--- config.mk ---
export PLATFORM = sky130hd
export DESIGN_NAME = branch_comp_iter
export DESIGN_NICKNAME = d
export VERILOG_FILES = /design/src/rtl/branch_pkg.sv /design/src/rtl/branch_slice_cmp.sv /design/src/rtl/branch_comp_iter.sv
export SDC_FILE = /design/constraint.sdc
export NUM_CORES = 1
export LEC_CHECK = 0
export CORE_MARGIN = 5
export CORE_UTILIZATION = 51
export CTS_CLUSTER_DIAMETER = 120
export DETAILED_ROUTE_END_ITERATION = 10
export GPL_TIMING_DRIVEN = 0
export PLACE_DENSITY = 0.78
export REMOVE_ABC_BUFFERS = 1
export SLEW_MARGIN = 15
export SYNTH_ARGS = -nofsm -noshare
export SYNTH_HDL_FRONTEND = slang
export SYNTH_SLANG_ARGS = --single-unit
--- constraint.sdc ---
create_clock -name clk -period 2.9 [get_ports clk]
set_clock_uncertainty 0.2 [all_clocks]
set_input_delay 0.29 -clock clk [delete_from_list [all_inputs] [get_ports clk]]
set_output_delay 0.29 -clock clk [all_outputs]
set_load 0.03 [all_outputs]
--- src/rtl/branch_pkg.sv ---
// Shared definitions for the iterative branch comparator: RV32 branch funct3 codes,
// FSM state type and the branch-condition decode.
package branch_pkg;

    localparam logic [2:0] BR_BEQ  = 3'b000;
    localparam logic [2:0] BR_BNE  = 3'b001;
    localparam logic [2:0] BR_BLT  = 3'b100;
    localparam logic [2:0] BR_BGE  = 3'b101;
    localparam logic [2:0] BR_BLTU = 3'b110;
    localparam logic [2:0] BR_BGEU = 3'b111;

    typedef enum logic [1:0] {
        S_IDLE = 2'd0,
        S_BUSY = 2'd1,
        S_DONE = 2'd2
    } br_state_e;

    function automatic logic br_illegal(input logic [2:0] f3);
        return (f3[2:1] == 2'b01);
    endfunction

    // Illegal codes fall into the default arm and never take.
    function automatic logic br_resolve(input logic [2:0] f3, input logic eq, input logic lt);
        logic taken;
        case (f3)
            BR_BEQ:           taken = eq;
            BR_BNE:           taken = ~eq;
            BR_BLT, BR_BLTU:  taken = lt;
            BR_BGE, BR_BGEU:  taken = ~lt;
            default:          taken = 1'b0;
        endcase
        return taken;
    endfunction

endpackage

--- src/rtl/branch_slice_cmp.sv ---
// Combinational unsigned compare of one W-bit operand slice.
module branch_slice_cmp #(
    parameter int W = 8
) (
    input  logic [W-1:0] a_i,
    input  logic [W-1:0] b_i,
    output logic         eq_o,
    output logic         lt_o
);

    assign eq_o = (a_i == b_i);
    assign lt_o = (a_i < b_i);

endmodule

--- src/rtl/branch_comp_iter.sv ---
// Iterative RV32 branch comparator: walks the operands SLICE bits per cycle, MSB first,
// with optional early exit on the first differing slice.
module branch_comp_iter
    import branch_pkg::*;
#(
    parameter int N          = 32,
    parameter int SLICE      = 8,
    parameter bit EARLY_EXIT = 1'b1
) (
    input  logic         clk,
    input  logic         rst,
    input  logic         flush,
    input  logic         in_valid,
    output logic         in_ready,
    input  logic [N-1:0] br_data0,
    input  logic [N-1:0] br_data1,
    input  logic         br_un,
    input  logic [2:0]   funct3,
    output logic         out_valid,
    input  logic         out_ready,
    output logic         br_eq,
    output logic         br_lt,
    output logic         br_taken,
    output logic         illegal
);

    localparam int NSL = N / SLICE;
    localparam int CW  = $clog2(NSL) + 1;
    localparam logic [SLICE-1:0] SIGN_MASK = SLICE'(1) << (SLICE - 1);

    if (SLICE < 1 || (N % SLICE) != 0) begin : g_param_chk
        $error("branch_comp_iter: N (%0d) must be a multiple of SLICE (%0d)", N, SLICE);
    end

    br_state_e      state_q, state_d;
    logic [CW-1:0]  cnt_q, cnt_d;
    logic [N-1:0]   a_q, a_d, b_q, b_d;
    logic           un_q, un_d;
    logic [2:0]     f3_q, f3_d;
    logic           eq_acc_q, eq_acc_d, lt_acc_q, lt_acc_d;
    logic           out_valid_q, out_valid_d;
    logic           eq_q, eq_d, lt_q, lt_d, taken_q, taken_d, ill_q, ill_d;

    logic [SLICE-1:0] sl_a, sl_b;
    logic             sl_eq, sl_lt, sign_fix, last, diff_now, eq_fin, lt_fin;
    logic [N-1:0]     a_shl, b_shl;

    // Operands shift left each cycle so the slice under compare is always the top one.
    if (NSL > 1) begin : g_shift
        assign a_shl = {a_q[N-SLICE-1:0], {SLICE{1'b0}}};
        assign b_shl = {b_q[N-SLICE-1:0], {SLICE{1'b0}}};
    end else begin : g_noshift
        assign a_shl = '0;
        assign b_shl = '0;
    end

    // Flipping both sign bits maps two's complement order onto unsigned order.
    assign sign_fix = (cnt_q == '0) && !un_q;
    assign sl_a     = a_q[N-1 -: SLICE] ^ (sign_fix ? SIGN_MASK : '0);
    assign sl_b     = b_q[N-1 -: SLICE] ^ (sign_fix ? SIGN_MASK : '0);

    branch_slice_cmp #(.W(SLICE)) u_slice_cmp (
        .a_i  (sl_a),
        .b_i  (sl_b),
        .eq_o (sl_eq),
        .lt_o (sl_lt)
    );

    assign last     = (cnt_q == CW'(NSL - 1));
    assign diff_now = eq_acc_q & ~sl_eq;
    assign eq_fin   = eq_acc_q & sl_eq;
    assign lt_fin   = diff_now ? sl_lt : lt_acc_q;

    always_comb begin
        state_d     = state_q;
        cnt_d       = cnt_q;
        a_d         = a_q;
        b_d         = b_q;
        un_d        = un_q;
        f3_d        = f3_q;
        eq_acc_d    = eq_acc_q;
        lt_acc_d    = lt_acc_q;
        out_valid_d = out_valid_q;
        eq_d        = eq_q;
        lt_d        = lt_q;
        taken_d     = taken_q;
        ill_d       = ill_q;

        case (state_q)
            S_IDLE: begin
                if (in_valid) begin
                    a_d      = br_data0;
                    b_d      = br_data1;
                    un_d     = br_un;
                    f3_d     = funct3;
                    cnt_d    = '0;
                    eq_acc_d = 1'b1;
                    lt_acc_d = 1'b0;
                    state_d  = S_BUSY;
                end
            end
            S_BUSY: begin
                cnt_d    = cnt_q + 1'b1;
                a_d      = a_shl;
                b_d      = b_shl;
                eq_acc_d = eq_fin;
                lt_acc_d = lt_fin;
                if (last || (EARLY_EXIT && diff_now)) begin
                    state_d     = S_DONE;
                    out_valid_d = 1'b1;
                    eq_d        = eq_fin;
                    lt_d        = lt_fin;
                    taken_d     = br_resolve(f3_q, eq_fin, lt_fin);
                    ill_d       = br_illegal(f3_q);
                end
            end
            S_DONE: begin
                if (out_ready) begin
                    state_d     = S_IDLE;
                    out_valid_d = 1'b0;
                    eq_d        = 1'b0;
                    lt_d        = 1'b0;
                    taken_d     = 1'b0;
                    ill_d       = 1'b0;
                end
            end
            default: state_d = S_IDLE;
        endcase

        // Flush overrides everything, including a same-cycle accept in IDLE.
        if (flush) begin
            state_d     = S_IDLE;
            out_valid_d = 1'b0;
            eq_d        = 1'b0;
            lt_d        = 1'b0;
            taken_d     = 1'b0;
            ill_d       = 1'b0;
        end
    end

    always_ff @(posedge clk or posedge rst) begin
        if (rst) begin
            state_q     <= S_IDLE;
            cnt_q       <= '0;
            a_q         <= '0;
            b_q         <= '0;
            un_q        <= 1'b0;
            f3_q        <= '0;
            eq_acc_q    <= 1'b1;
            lt_acc_q    <= 1'b0;
            out_valid_q <= 1'b0;
            eq_q        <= 1'b0;
            lt_q        <= 1'b0;
            taken_q     <= 1'b0;
            ill_q       <= 1'b0;
        end else begin
            state_q     <= state_d;
            cnt_q       <= cnt_d;
            a_q         <= a_d;
            b_q         <= b_d;
            un_q        <= un_d;
            f3_q        <= f3_d;
            eq_acc_q    <= eq_acc_d;
            lt_acc_q    <= lt_acc_d;
            out_valid_q <= out_valid_d;
            eq_q        <= eq_d;
            lt_q        <= lt_d;
            taken_q     <= taken_d;
            ill_q       <= ill_d;
        end
    end

    assign in_ready  = (state_q == S_IDLE);
    assign out_valid = out_valid_q;
    assign br_eq     = eq_q;
    assign br_lt     = lt_q;
    assign br_taken  = taken_q;
    assign illegal   = ill_q;

endmodule

==> run_results.csv <==
group,metric,value,unit
status,status,"complete, no violations",
floorplan,start_util,52.6,%
sta,rsz0062_at_grt,"false",
cts,path_clk_slew,0.08,ns
route,drt_iter0_markers,126,
critical_path,rr_startpoint,"a_q[24]$_DFFE_PP0P_",
floorplan,die_w,96.7,um
sta,tightest_slew,0.426,ns
route,post_drt_via_cell_ratio,5.23,
global_routing,grt_pass1_vias,3173,
route,wirelength,8310,um
final_layout,fillers,644,
cts,clockRootBuffer,"clkbuf_8",
cts,cts_made_buffers,9,
min_path,min_path_type,"in -> async",
global_routing,grt_pass1_wl,14400,um
critical_path,cp.required,2.93,ns
power_and_ir_drop,vdd_drop_max,0.000323,V
sta,setup_ws,0.581,ns
cts,cts_resized,0,
critical_path,crit_fanout,3,
critical_path,cp_slowest_cell,"nor4b_4",
critical_path,path_delay_family,"simple AND/OR/NAND/NOR gates",
global_routing,antenna_found_initial,0,
floorplan,die-area,0.00935,mm2
cts,cts_tree,"done",
placed_design,place_ws,0.602,ns
critical_path,crit_start,"a_q[24]$_DFFE_PP0P_",
synth,ys_warn_count,0,
synth,synth_seq_cells,80,
route,dr.pass1.iters,4,
sta,slew_headroom,71.5,%
critical_path,slowest_delay,0.37,ns
sta,min_period,2.32,ns
power_and_ir_drop,power_density,671,mW/mm2
critical_path,cp_data_arrival_time,2.35,ns
critical_path,cp-end-kind,"flip-flop",
synth,yosys_most_used_dff,"dfrtp_1",
final_layout,diodes,0,
final_layout,final_cell_mix,"144 x nand2_1, 79 x dfrtp_1, 78 x clkdlybuf4s50_1",
cts,cts_sinks,80,
final_layout,layout_commonest_cell,"nand2_1",
cts,post_cts_buffers,0,
floorplan,core,0.00729,mm2
cts,cts-root-to-sink-buffers,2,
critical_path,critical_path_class,"reg -> reg",
synth,synth_cells,452,
final_layout,syn2layout_area_growth,28.6,%
synth,ys_types,41,
floorplan,rows,31,
cts,insertion_delay,0.35,ns
floorplan,num_io_pins,79,
placed_design,io_buffer_count,78,
floorplan,die_h,96.7,um
synth,synth_edf_count,0,
sta,slew_viol_final,0,
sta,fmax,0.431,GHz
synth,synthArstFlopShare,100,%
sta,setup_violations,0,
cts,ctsHoldBuffers,0,
synth,ys_seq_area_share,52.2,%
placed_design,hpwlAfterDp,5820,um
sta,hold_viol,0,
cts,cts_max_level,3,
placed_design,gp_congestion,0.744,
synth,synth_area_per_cell,8.48,um2
final_layout,nets,599,
global_routing,grt_max_degree,81,
critical_path,cp_num_buf_inv,1,
synth,synthesis.area,0.00383,mm2
global_routing,grt-ovfl-total,0,
route,wire_per_inst,13.4,um
route,ant_nets,0,
final_layout,drive_above_1_share,6.33,%
critical_path,critPathLaunchType,"flip-flop",
power_and_ir_drop,p_total,3.31,mW
power_and_ir_drop,power.leakage,2.21,nW
route,vias,3242,
global_routing,grt_usage,18.5,%
critical_path,path_cells,"inv_1 > ha_1 > nand4_1 > nor4b_4 > xnor2_1 > o31ai_2 > a211oi_1 > o21ai_1",
sta,period_share,80.0,%
route,drc,0,
flow_run,cap_violations,0,
[metrics by stage]
step	setup TNS (ns)	instances	hold WS (ns)	instance area (um2)	util [%]
floorplan	-14.82	423	0.153	3720	-
global placement	-147.43	600	0.262	4620	63.4
detailed placement	0	604	0.288	4730	64.9
CTS	0	620	0.0377	4930	67.7
global route	0	620	0.0552	4930	67.7
finish	0	620	0.0332	4930	67.7
[worst paths after layout]
path | cells after the start | slack [ns] | end
setup reg to reg | 8 | 0.58 | br_taken$_DFFE_PP0P_
hold / removal | 2 | 0.03 | a_q[3]$_DFFE_PP0P_
hold reg to reg | 2 | 0.31 | un_q$_DFFE_PP0P_
min in group clk | 3 | 0.26 | f3_q[0]$_DFFE_PP0P_
setup / recovery | 8 | 0.58 | br_taken$_DFFE_PP0P_
max in group asynchronous | 3 | 1.85 | eq_acc_q$_DFFE_PP1P_
[power by group]
part           total [mW]  switching [mW]  leakage [nW]  internal (mW)
combinational       0.927           0.505          1.13          0.422
sequential           1.55           0.170         0.975           1.39
clock               0.827           0.384         0.103          0.443
total                3.31            1.06          2.21           2.25
[synthesized netlist by cell type, drive strengths merged, types with 5 or more instances]
| cell | n | share of area [%] |
|---|---|---|
| nand2 | 145 | 14 |
| dfrtp | 79 | 52 |
| nor2 | 59 | 5.8 |
| a31oi | 48 | 7.8 |
| o21ai | 25 | 3.3 |
| clkbuf | 23 | 2.3 |
| inv | 14 | 1.4 |
| ha | 10 | 3.3 |
| buf | 6 | 0.75 |
| nand3 | 5 | 0.65 |
[state kept, by name, indices dropped and copies added (netlist names)]
name	flops
b_q	32
out_valid	1
un_q	1
illegal	1
eq_acc_q	1
a_q	32
lt_acc_q	1
br_taken	1
f3_q	3
state_q	2
br_eq	1
br_lt	1
cnt_q	3
[cell type report]
| class | instances | area [um2] | area share (%) |
|---|---|---|---|
| Clock buffer | 13 | 159 | 3.22 |
| Clock inverter | 3 | 40.0 | 0.812 |
| Inverter | 14 | 55.1 | 1.12 |
| Multi-Input combinational cell | 329 | 1680 | 34.0 |
| Sequential cell | 80 | 2000 | 40.6 |
| Tap cell | 99 | 124 | 2.51 |
| Timing Repair Buffer | 82 | 876 | 17.8 |
[kinds of logic (layout without fill, tap and decap cells)]
kind of cell	after synthesis	after routing	share of synthesized area (%)
DFF	80	80	52.2
buffers and inverters	43	112	4.37
and+or+nand+nor	227	227	24.2
AOI/OAI and AO/OA	90	90	15.2
adders and majority gates	10	10	3.26
xor gates and xnor gates	2	2	0.653
[metal layers]
layer	GRT usage [%]	part of all wire [%]	vias up
met2	30.5	49	72
met5	0	0	-
li1	-	-	1634
met3	4.24	4.5	15
met4	7.13	1.9	0
met1	23.6	45	1521
(Power assumes the default switching activity.)
